### src/rtl/pipeline_stall_ctrl.sv
// Central pipeline control for the 5-stage core.
// Turns hazard, taken-branch, data-memory wait and halt requests into
// per-stage freeze / bubble / flush controls, and keeps saturating stall and
// flush counters plus a consecutive-stall watchdog.
module pipeline_stall_ctrl #(
  parameter int CNT_W     = 16,
  parameter int MAX_STALL = 8
) (
  input  logic             clk,
  input  logic             rst,
  input  logic             hazard_detected,
  input  logic             branch_taken,
  input  logic             mem_ready,
  input  logic             halt_req,
  input  logic             resume,
  output logic             pc_freeze,
  output logic             ifid_freeze,
  output logic             ifid_flush,
  output logic             idex_bubble,
  output logic             exmem_freeze,
  output logic             halted,
  output logic [CNT_W-1:0] stall_count,
  output logic [CNT_W-1:0] flush_count,
  output logic             deadlock_err
);

  typedef enum logic [1:0] {
    RUN     = 2'd0,
    MEMWAIT = 2'd1,
    HALT    = 2'd2
  } state_t;

  // Wide enough to hold MAX_STALL itself; the counter parks there.
  localparam int CONS_W = $clog2(MAX_STALL + 1);
  localparam logic [CONS_W-1:0] CONS_MAX  = CONS_W'(MAX_STALL);
  localparam logic [CONS_W-1:0] CONS_LAST = CONS_W'(MAX_STALL - 1);

  state_t state_q, state_d;

  logic              pc_freeze_c, ifid_freeze_c, ifid_flush_c;
  logic              idex_bubble_c, exmem_freeze_c, halted_c;
  logic              stall_evt, flush_evt, clear_consec;
  logic [CONS_W-1:0] consec_q;

  // Next-state and Mealy control decode from the current state and inputs.
  always_comb begin
    // NOTE: every signal gets a default before the case so no path can
    // leave one unassigned, which would infer a latch.
    state_d        = state_q;
    pc_freeze_c    = 1'b0;
    ifid_freeze_c  = 1'b0;
    ifid_flush_c   = 1'b0;
    idex_bubble_c  = 1'b0;
    exmem_freeze_c = 1'b0;
    halted_c       = 1'b0;
    stall_evt      = 1'b0;
    flush_evt      = 1'b0;
    clear_consec   = 1'b0;

    unique case (state_q)
      RUN, MEMWAIT: begin
        if (!mem_ready) begin
          // Memory stall outranks everything; the whole pipe holds and the
          // consecutive-stall counter neither counts nor clears.
          pc_freeze_c    = 1'b1;
          ifid_freeze_c  = 1'b1;
          exmem_freeze_c = 1'b1;
          state_d        = MEMWAIT;
        end else begin
          // MEMWAIT with memory ready behaves exactly like a RUN cycle.
          state_d      = RUN;
          clear_consec = 1'b1;
          if (branch_taken) begin
            // The ID instruction is squashed, so any hazard on it is moot.
            ifid_flush_c  = 1'b1;
            idex_bubble_c = 1'b1;
            flush_evt     = 1'b1;
          end else if (hazard_detected) begin
            pc_freeze_c   = 1'b1;
            ifid_freeze_c = 1'b1;
            idex_bubble_c = 1'b1;
            stall_evt     = 1'b1;
            clear_consec  = 1'b0;
          end else if (halt_req && state_q == RUN) begin
            state_d = HALT;
          end
        end
      end

      HALT: begin
        pc_freeze_c    = 1'b1;
        ifid_freeze_c  = 1'b1;
        exmem_freeze_c = 1'b1;
        halted_c       = 1'b1;
        if (resume) begin
          state_d = RUN;
        end
      end

      default: begin
        state_d = RUN;
      end
    endcase
  end

  // Gate the Mealy outputs with reset so they read 0 while reset is held,
  // regardless of what the upstream inputs are doing.
  // NOTE: reset is used combinationally here on purpose; it only masks
  // outputs and never feeds back into state.
  assign pc_freeze    = rst & pc_freeze_c;
  assign ifid_freeze  = rst & ifid_freeze_c;
  assign ifid_flush   = rst & ifid_flush_c;
  assign idex_bubble  = rst & idex_bubble_c;
  assign exmem_freeze = rst & exmem_freeze_c;
  assign halted       = rst & halted_c;

  // State register.
  always_ff @(posedge clk or negedge rst) begin
    // NOTE: sequential state uses non-blocking assignments so every register
    // samples pre-edge values regardless of statement order.
    if (!rst) begin
      state_q <= RUN;
    end else begin
      state_q <= state_d;
    end
  end

  // Saturating event counters.
  always_ff @(posedge clk or negedge rst) begin
    if (!rst) begin
      stall_count <= '0;
      flush_count <= '0;
    end else begin
      if (stall_evt && stall_count != {CNT_W{1'b1}}) begin
        stall_count <= stall_count + 1'b1;
      end
      if (flush_evt && flush_count != {CNT_W{1'b1}}) begin
        flush_count <= flush_count + 1'b1;
      end
    end
  end

  // Consecutive-stall watchdog; the error is sticky until reset.
  always_ff @(posedge clk or negedge rst) begin
    if (!rst) begin
      consec_q     <= '0;
      deadlock_err <= 1'b0;
    end else if (stall_evt) begin
      if (consec_q != CONS_MAX) begin
        consec_q <= consec_q + 1'b1;
      end
      if (consec_q >= CONS_LAST) begin
        deadlock_err <= 1'b1;
      end
    end else if (clear_consec) begin
      consec_q <= '0;
    end
  end

endmodule

### config.mk
export PLATFORM = sky130hd
export DESIGN_NAME = pipeline_stall_ctrl
export DESIGN_NICKNAME = d
export VERILOG_FILES = /design/src/rtl/pipeline_stall_ctrl.sv
export SDC_FILE = /design/constraint.sdc
export NUM_CORES = 1
export LEC_CHECK = 0
export BUFFER_PORTS_ARGS = -buffer_cell sky130_fd_sc_hd__buf_2
export CAP_MARGIN = 20
export CORE_AREA = 2 2 86 88
export CTS_CLUSTER_DIAMETER = 60
export DETAILED_ROUTE_END_ITERATION = 12
export DIE_AREA = 0 0 88 90
export SLEW_MARGIN = 20
export SYNTH_ARGS = -nofsm -noshare
export SYNTH_HDL_FRONTEND = slang
export SYNTH_SLANG_ARGS = --single-unit
### constraint.sdc
create_clock -name clk -period 2.4 [get_ports clk]
set_clock_uncertainty 0.2 [all_clocks]
set_input_delay 0.48 -clock clk [delete_from_list [all_inputs] [get_ports clk]]
set_output_delay 0.48 -clock clk [all_outputs]
set_load 0.03 [all_outputs]
==> results of run 1 <==
flip-flops by register name, summed over array words and instances (netlist names):
register      count
flush_count      16
stall_count      16
state_q           2
deadlock_err      1
consec_q          4
final timing paths:
check	to	slack (ps)	depth (start not counted)
setup reg to reg	flush_count[11]$_DFFE_PN0P_	510	4
hold / removal	state_q[1]$_DFFE_PN0P_	90	2
hold reg to reg	state_q[1]$_DFFE_PN0P_	240	1
setup / recovery	ifid_flush	320	3
min in group clk	state_q[0]$_DFFE_PN0P_	190	2
max in group asynchronous	stall_count[13]$_DFFE_PN0P_	1560	2
stage by stage:
stage / setup WS, ps / cells
6_report: 317 / 341
5_1_grt: 225 / 341
3_3_place_gp: 425 / 333
2_1_floorplan: 162 / 188
4_1_cts: 303 / 341
3_5_place_dp: 404 / 333
final cells by class:
| class | count | area share |
|---|---|---|
| Multi-Input combinational cell | 141 | 0.406 |
| Sequential cell | 39 | 0.388 |
| Timing Repair Buffer | 50 | 0.104 |
| Tap cell | 99 | 0.0492 |
| Clock buffer | 6 | 0.0328 |
| Clock inverter | 2 | 0.0139 |
| Inverter | 4 | 0.00597 |
layout by cell type, fill, tap and decap left out, types with 2 or more instances in the layout:
cell / n
a21oi_1: 3
and2_1: 2
and3_1: 2
and4_1: 3
buf_2: 45
buf_4: 5
clkbuf_8: 6
dfrtp_1: 39
ha_1: 4
inv_1: 4
mux2_4: 2
nand2_1: 19
nand2b_1: 2
nand3_1: 8
nand4_1: 7
nand4_4: 2
nor2_1: 9
nor2_2: 2
nor2b_1: 2
nor3_1: 13
nor3b_1: 2
nor4_1: 6
nor4_4: 2
o21ai_0: 6
xnor2_1: 2
xor2_1: 27
routing by layer:
| layer | part of all wire | wire length [um] |
|---|---|---|
| met2 | 0.48 | 2100 |
| met3 | 0.043 | 190 |
| met5 | 0 | 0 |
| met4 | 0.0064 | 28 |
| met1 | 0.47 | 2080 |
critical path, stage by stage (launching register included):
cell and delay [ps]:
dfrtp_1 450, nor2b_1 280, and3_1 190, buf_2 190
report_power, final:
| group | switching (mW) | total, mW | internal, mW | leakage, nW |
|---|---|---|---|---|
| Combinational | 0.328 | 0.505 | 0.177 | 0.738 |
| Clock | 0.246 | 0.582 | 0.337 | 0.0612 |
| Sequential | 0.139 | 0.892 | 0.753 | 0.513 |
| Total | 0.713 | 1.98 | 1.27 | 1.31 |
cell families (layout without fill, tap and decap cells):
logic type | after synthesis | count (layout)
adders and majority gates | 4 | 4
xor gates and xnor gates | 29 | 29
DFF | 39 | 39
and+or+nand+nor | 92 | 92
buffers and inverters | 8 | 62
AOI/OAI and AO/OA | 13 | 13
muxes | 3 | 3
==> results.yml, run 1 <==
global_routing:
  grt_pass1_vias: 1514
  grt_use_met1: 0.160
  antenna_found_initial: 0
  grt_max_degree: 40
  busiest_layer: "met2"
  grt_use_total: 0.118
  grt_use_met3: 0.0312
  overflow: 0
  met2_usage: 0.186
  grt_pass1_wl_mm: 7.52
critical_path:
  crit_fanout: 8
  endpoint_kind: "output port"
  crit_type: "reg2out"
  worst_ep_arrival_time_ps: 1400
  r2r-start: "state_q[1]$_DFFE_PN0P_"
  crit_path_start_kind: "flip-flop"
  startpoint: "state_q[1]$_DFFE_PN0P_"
  critPathRequiredTime_ps: 1720
floorplanning:
  num_rows: 31
  die_h_um: 90
  die_x_um: 88
  dieArea_mm2: 0.00792
  pin_count: 46
  core_area_mm2: 0.00702
  start_util: 0.289
synthesis:
  ys_ff_latch: 39
  ys_types: 41
  synthAdderAreaFrac: 0.0246
  ys_seq_area_frac: 0.481
  synth-simple-area-share: 0.294
  synthCells: 188
  synth_area_leader_cell: "dfrtp_1"
  synth_xor_area_frac: 0.125
  async_flop_share: 1.00
  synth_top_family_by_area: "simple AND/OR/NAND/NOR gates"
  ys_top_cells_by_count: "39 x dfrtp_1, 27 x xor2_1, 19 x nand2_1"
  synth_top_cell_area_share: 0.481
  synth_nets: 199
  synthMuxAreaShare: 0.0203
  synth.avg_cell_area_um2: 10.8
  synth_ff_type: "dfrtp_1"
  synth_area_mm2: 0.00203
  synth-compound-area-share: 0.0388
  ys_warn_count: 0
  yosysMostFrequentCell: "dfrtp_1"
  synth_edf_count: 0
  synth_area_leaders: "dfrtp_1 48%, xor2_1 12%, nand2_1 3.5%"
clock_network:
  cts_tree: "done"
  cts.hold.buffers_added: 0
  cts_max_level: 2
  clk_latency_ps: 290
  clkTransAtPathRegs_ps: 80
  cts_inserted_buffers: 5
  clock_sinks: 39
  cts_setup_buffers: 0
  ctsResizeCount: 0
  cts_root_buf: "clkbuf_8"
  cts_max_path_buffers: 2
drt:
  routedWlPerCell_um: 12.9
  vias: 1572
  drt_iter0_drc: 26
  ant_nets: 0
  drc: 0
  wl_mm: 4.40
  dr.pass1.iters: 4
  viasPerCell: 4.61
timing:
  tightest_slew_ps: 556
  maxSlewHeadroom: 0.623
  rsz0062_at_grt: "no"
  finalHoldViolations: 0
  min_period_ps: 2080
  max_freq_mhz: 480
  fin_crit_sh: 0.868
  setup_viol: 0
  tns_ps: 0
  fin_hold_ws_ps: 94.9
  slew_viol_final: 0
placement:
  placed_area_mm2: 0.00240
  dpl.hpwl_mm: 3.20
  io_buffers: 45
  gp_congestion: 0.755
final_layout:
  drive_gt1_frac: 0.298
  n_antenna_cell: 0
  fin_util: 0.358
  multi_input_area_mm2: 0.00102
  regArea_um2: 976
  post-route-cell-area_mm2: 0.00252
  num-fill-cells: 722
  finalNetCount: 252
  syn_to_final_growth_pct: 23.9
run_status:
  status: "completed"
min_path:
  hold_path.class: "in2async"
pwr:
  fin_total_pwr_mw: 1.98
  leakage_nw: 1.31
  power-per-cell-area_mw_per_mm2: 787
  max-vdd-ir-drop_uv: 621
flow_run:
  maxCapViolations: 0
Note: power is estimated with default switching activity, not from simulation.
==> run 2: changes to the inputs <==
==> constraint.sdc (replaced) <==
create_clock -name clk -period 1.9 [get_ports clk]
set_clock_uncertainty 0.2 [all_clocks]
set_input_delay 0.38 -clock clk [delete_from_list [all_inputs] [get_ports clk]]
set_output_delay 0.38 -clock clk [all_outputs]
set_load 0.03 [all_outputs]
==> results.yml, run 2 (same netlist as run 1, synthesis figures left out) <==
run_status:
  status: "finished with violations"
  violations: "negative setup slack"
critical_path:
  rr_endpoint: "flush_count[11]$_DFFE_PN0P_"
  rr_worst_depth: 5
  critPathRequiredTime_ps: 1910
  crit_fanout: 5
  endpoint_kind: "flip-flop"
  reg2reg_slack_ps: -40
  r2r-start: "state_q[1]$_DFFE_PN0P_"
  worst_ep_arrival_time_ps: 1950
  crit_type: "reg2reg"
  crit_path_start_kind: "flip-flop"
final_layout:
  multi_input_area_mm2: 0.00115
  num-fill-cells: 682
  syn_to_final_growth_pct: 44.6
  finalNetCount: 280
  final_cell_mix: "40 x buf_2, 29 x buf_4, 27 x xor2_1"
  final_cells: 369
  n_antenna_cell: 0
  regArea_um2: 995
  post-route-cell-area_mm2: 0.00294
  drive_gt1_frac: 0.489
  reg_top3: "flush_count (16), stall_count (16), consec_q (4)"
  final_common_cell: "buf_2"
drt:
  vias: 1701
  viasPerCell: 4.61
  drt_iter0_drc: 76
  dr.pass1.iters: 4
  drc: 0
  wl_mm: 4.92
  routedWlPerCell_um: 13.3
  ant_nets: 0
timing:
  min_period_ps: 1940
  fin_crit_sh: 1.02
  finalHoldViolations: 0
  setup_ws_ps: -40.9
  setup_viol: 5
  maxSlewHeadroom: 0.748
  max_freq_mhz: 515
  slew_viol_final: 0
  tightest_slew_ps: 377
  fin_hold_ws_ps: 109
  tns_ps: -115
  rsz0062_at_grt: "yes"
pwr:
  leakage_nw: 1.45
  power-per-cell-area_mw_per_mm2: 941
  max-vdd-ir-drop_uv: 448
min_path:
  worstHoldStart: "mem_ready"
  min_delay_path_depth: 2
  hold_path.class: "in2reg"
  min_to: "state_q[0]$_DFFE_PN0P_"
global_routing:
  antenna_found_initial: 0
  overflow: 0
  grt_use_total: 0.130
  grt_pass1_vias: 1712
  grt_pass1_wl_mm: 8.16
  grt_max_degree: 24
clock_network:
  clk_latency_ps: 290
  clock_sinks: 39
  cts_root_buf: "clkbuf_8"
  cts_inserted_buffers: 5
  cts_max_path_buffers: 2
  cts_max_level: 2
  clkTransAtPathRegs_ps: 80
  cts_tree: "done"
floorplanning:
  core_area_mm2: 0.00702
  start_util: 0.289
  dieArea_mm2: 0.00792
  num_rows: 31
  die_h_um: 90
  pin_count: 46
  die_x_um: 88
placement:
  pre_cts_ws_ps: -5.72
  placed_area_mm2: 0.00261
  dpl.hpwl_mm: 3.58
  gp_congestion: 0.793
  io_buffers: 45
  dpl.cell_count: 355
flow_run:
  maxCapViolations: 0
run 2: cell count changes in the layout (fill, tap and decap cells not counted), moves of 2 or more:
cell     before  now
nand3_2       0    2
nor3_1       13   11
nand3_1       8    6
buf_4         5   29
dfrtp_2       0   15
buf_2        45   40
nor4_1        6    0
nor4_2        1    6
dfrtp_1      39   24
buf_6         0    8
run 2: metal layers:
layer	vias up	track usage	wire, um
li1	834	-	-
met1	835	0.174	2250
met2	27	0.196	2380
met3	5	0.0331	210
met4	0	0.0577	76
met5	-	0	0
run 2: what timing repair did:
action,CTS,global route
setup buffers,2,3
gates cloned,0,0
pin swaps,2,5
setup endpoints to repair,5,24
endpoints found under the hold margin,39,0
gates resized for setup,13,22
hold buffers,1,0
run 2: layout make-up:
type / instances / area share
multi-input cells: 141 / 0.392
repair buffers: 78 / 0.176
clock inverters: 2 / 0.0205
flip-flops and latches: 39 / 0.339
inverters: 4 / 0.00511
well taps: 99 / 0.0422
clock buffers: 6 / 0.0247
run 2: how the worst max path moves through the flow:
stage	start	end	slack (ps)	cells after the start
after detailed placement	branch_taken	stall_count[12]$_DFFE_PN0P_	-6	5
after floorplan	stall_count[0]$_DFFE_PN0P_	stall_count[1]$_DFFE_PN0P_	-70	5
after global routing	state_q[1]$_DFFE_PN0P_	idex_bubble	-100	6
after global placement	branch_taken	stall_count[10]$_DFFE_PN0P_	50	5
after CTS	state_q[1]$_DFFE_PN0P_	idex_bubble	-70	6
final	state_q[1]$_DFFE_PN0P_	flush_count[11]$_DFFE_PN0P_	-40	5
run 2: power breakdown:
| part | total [mW] | internal (mW) | switching (mW) | leakage, nW |
|---|---|---|---|---|
| clock network | 0.822 | 0.525 | 0.296 | 0.0654 |
| registers | 1.12 | 0.961 | 0.159 | 0.492 |
| logic | 0.820 | 0.326 | 0.493 | 0.889 |
run 2: worst max-delay path, cell delays in order (launching register included):
cell      delay (ps)
dfrtp_1          400
buf_4            140
nand2b_1         160
or4_4            600
nor3b_2          200
xor2_1           160
run 2: through the flow:
step	utilization	total power, mW
6_report	0.418	2.76
4_1_cts	0.402	2.77
3_5_place_dp	0.372	1.92
5_1_grt	0.418	2.92
3_3_place_gp	0.372	1.91
2_1_floorplan	-	1.61
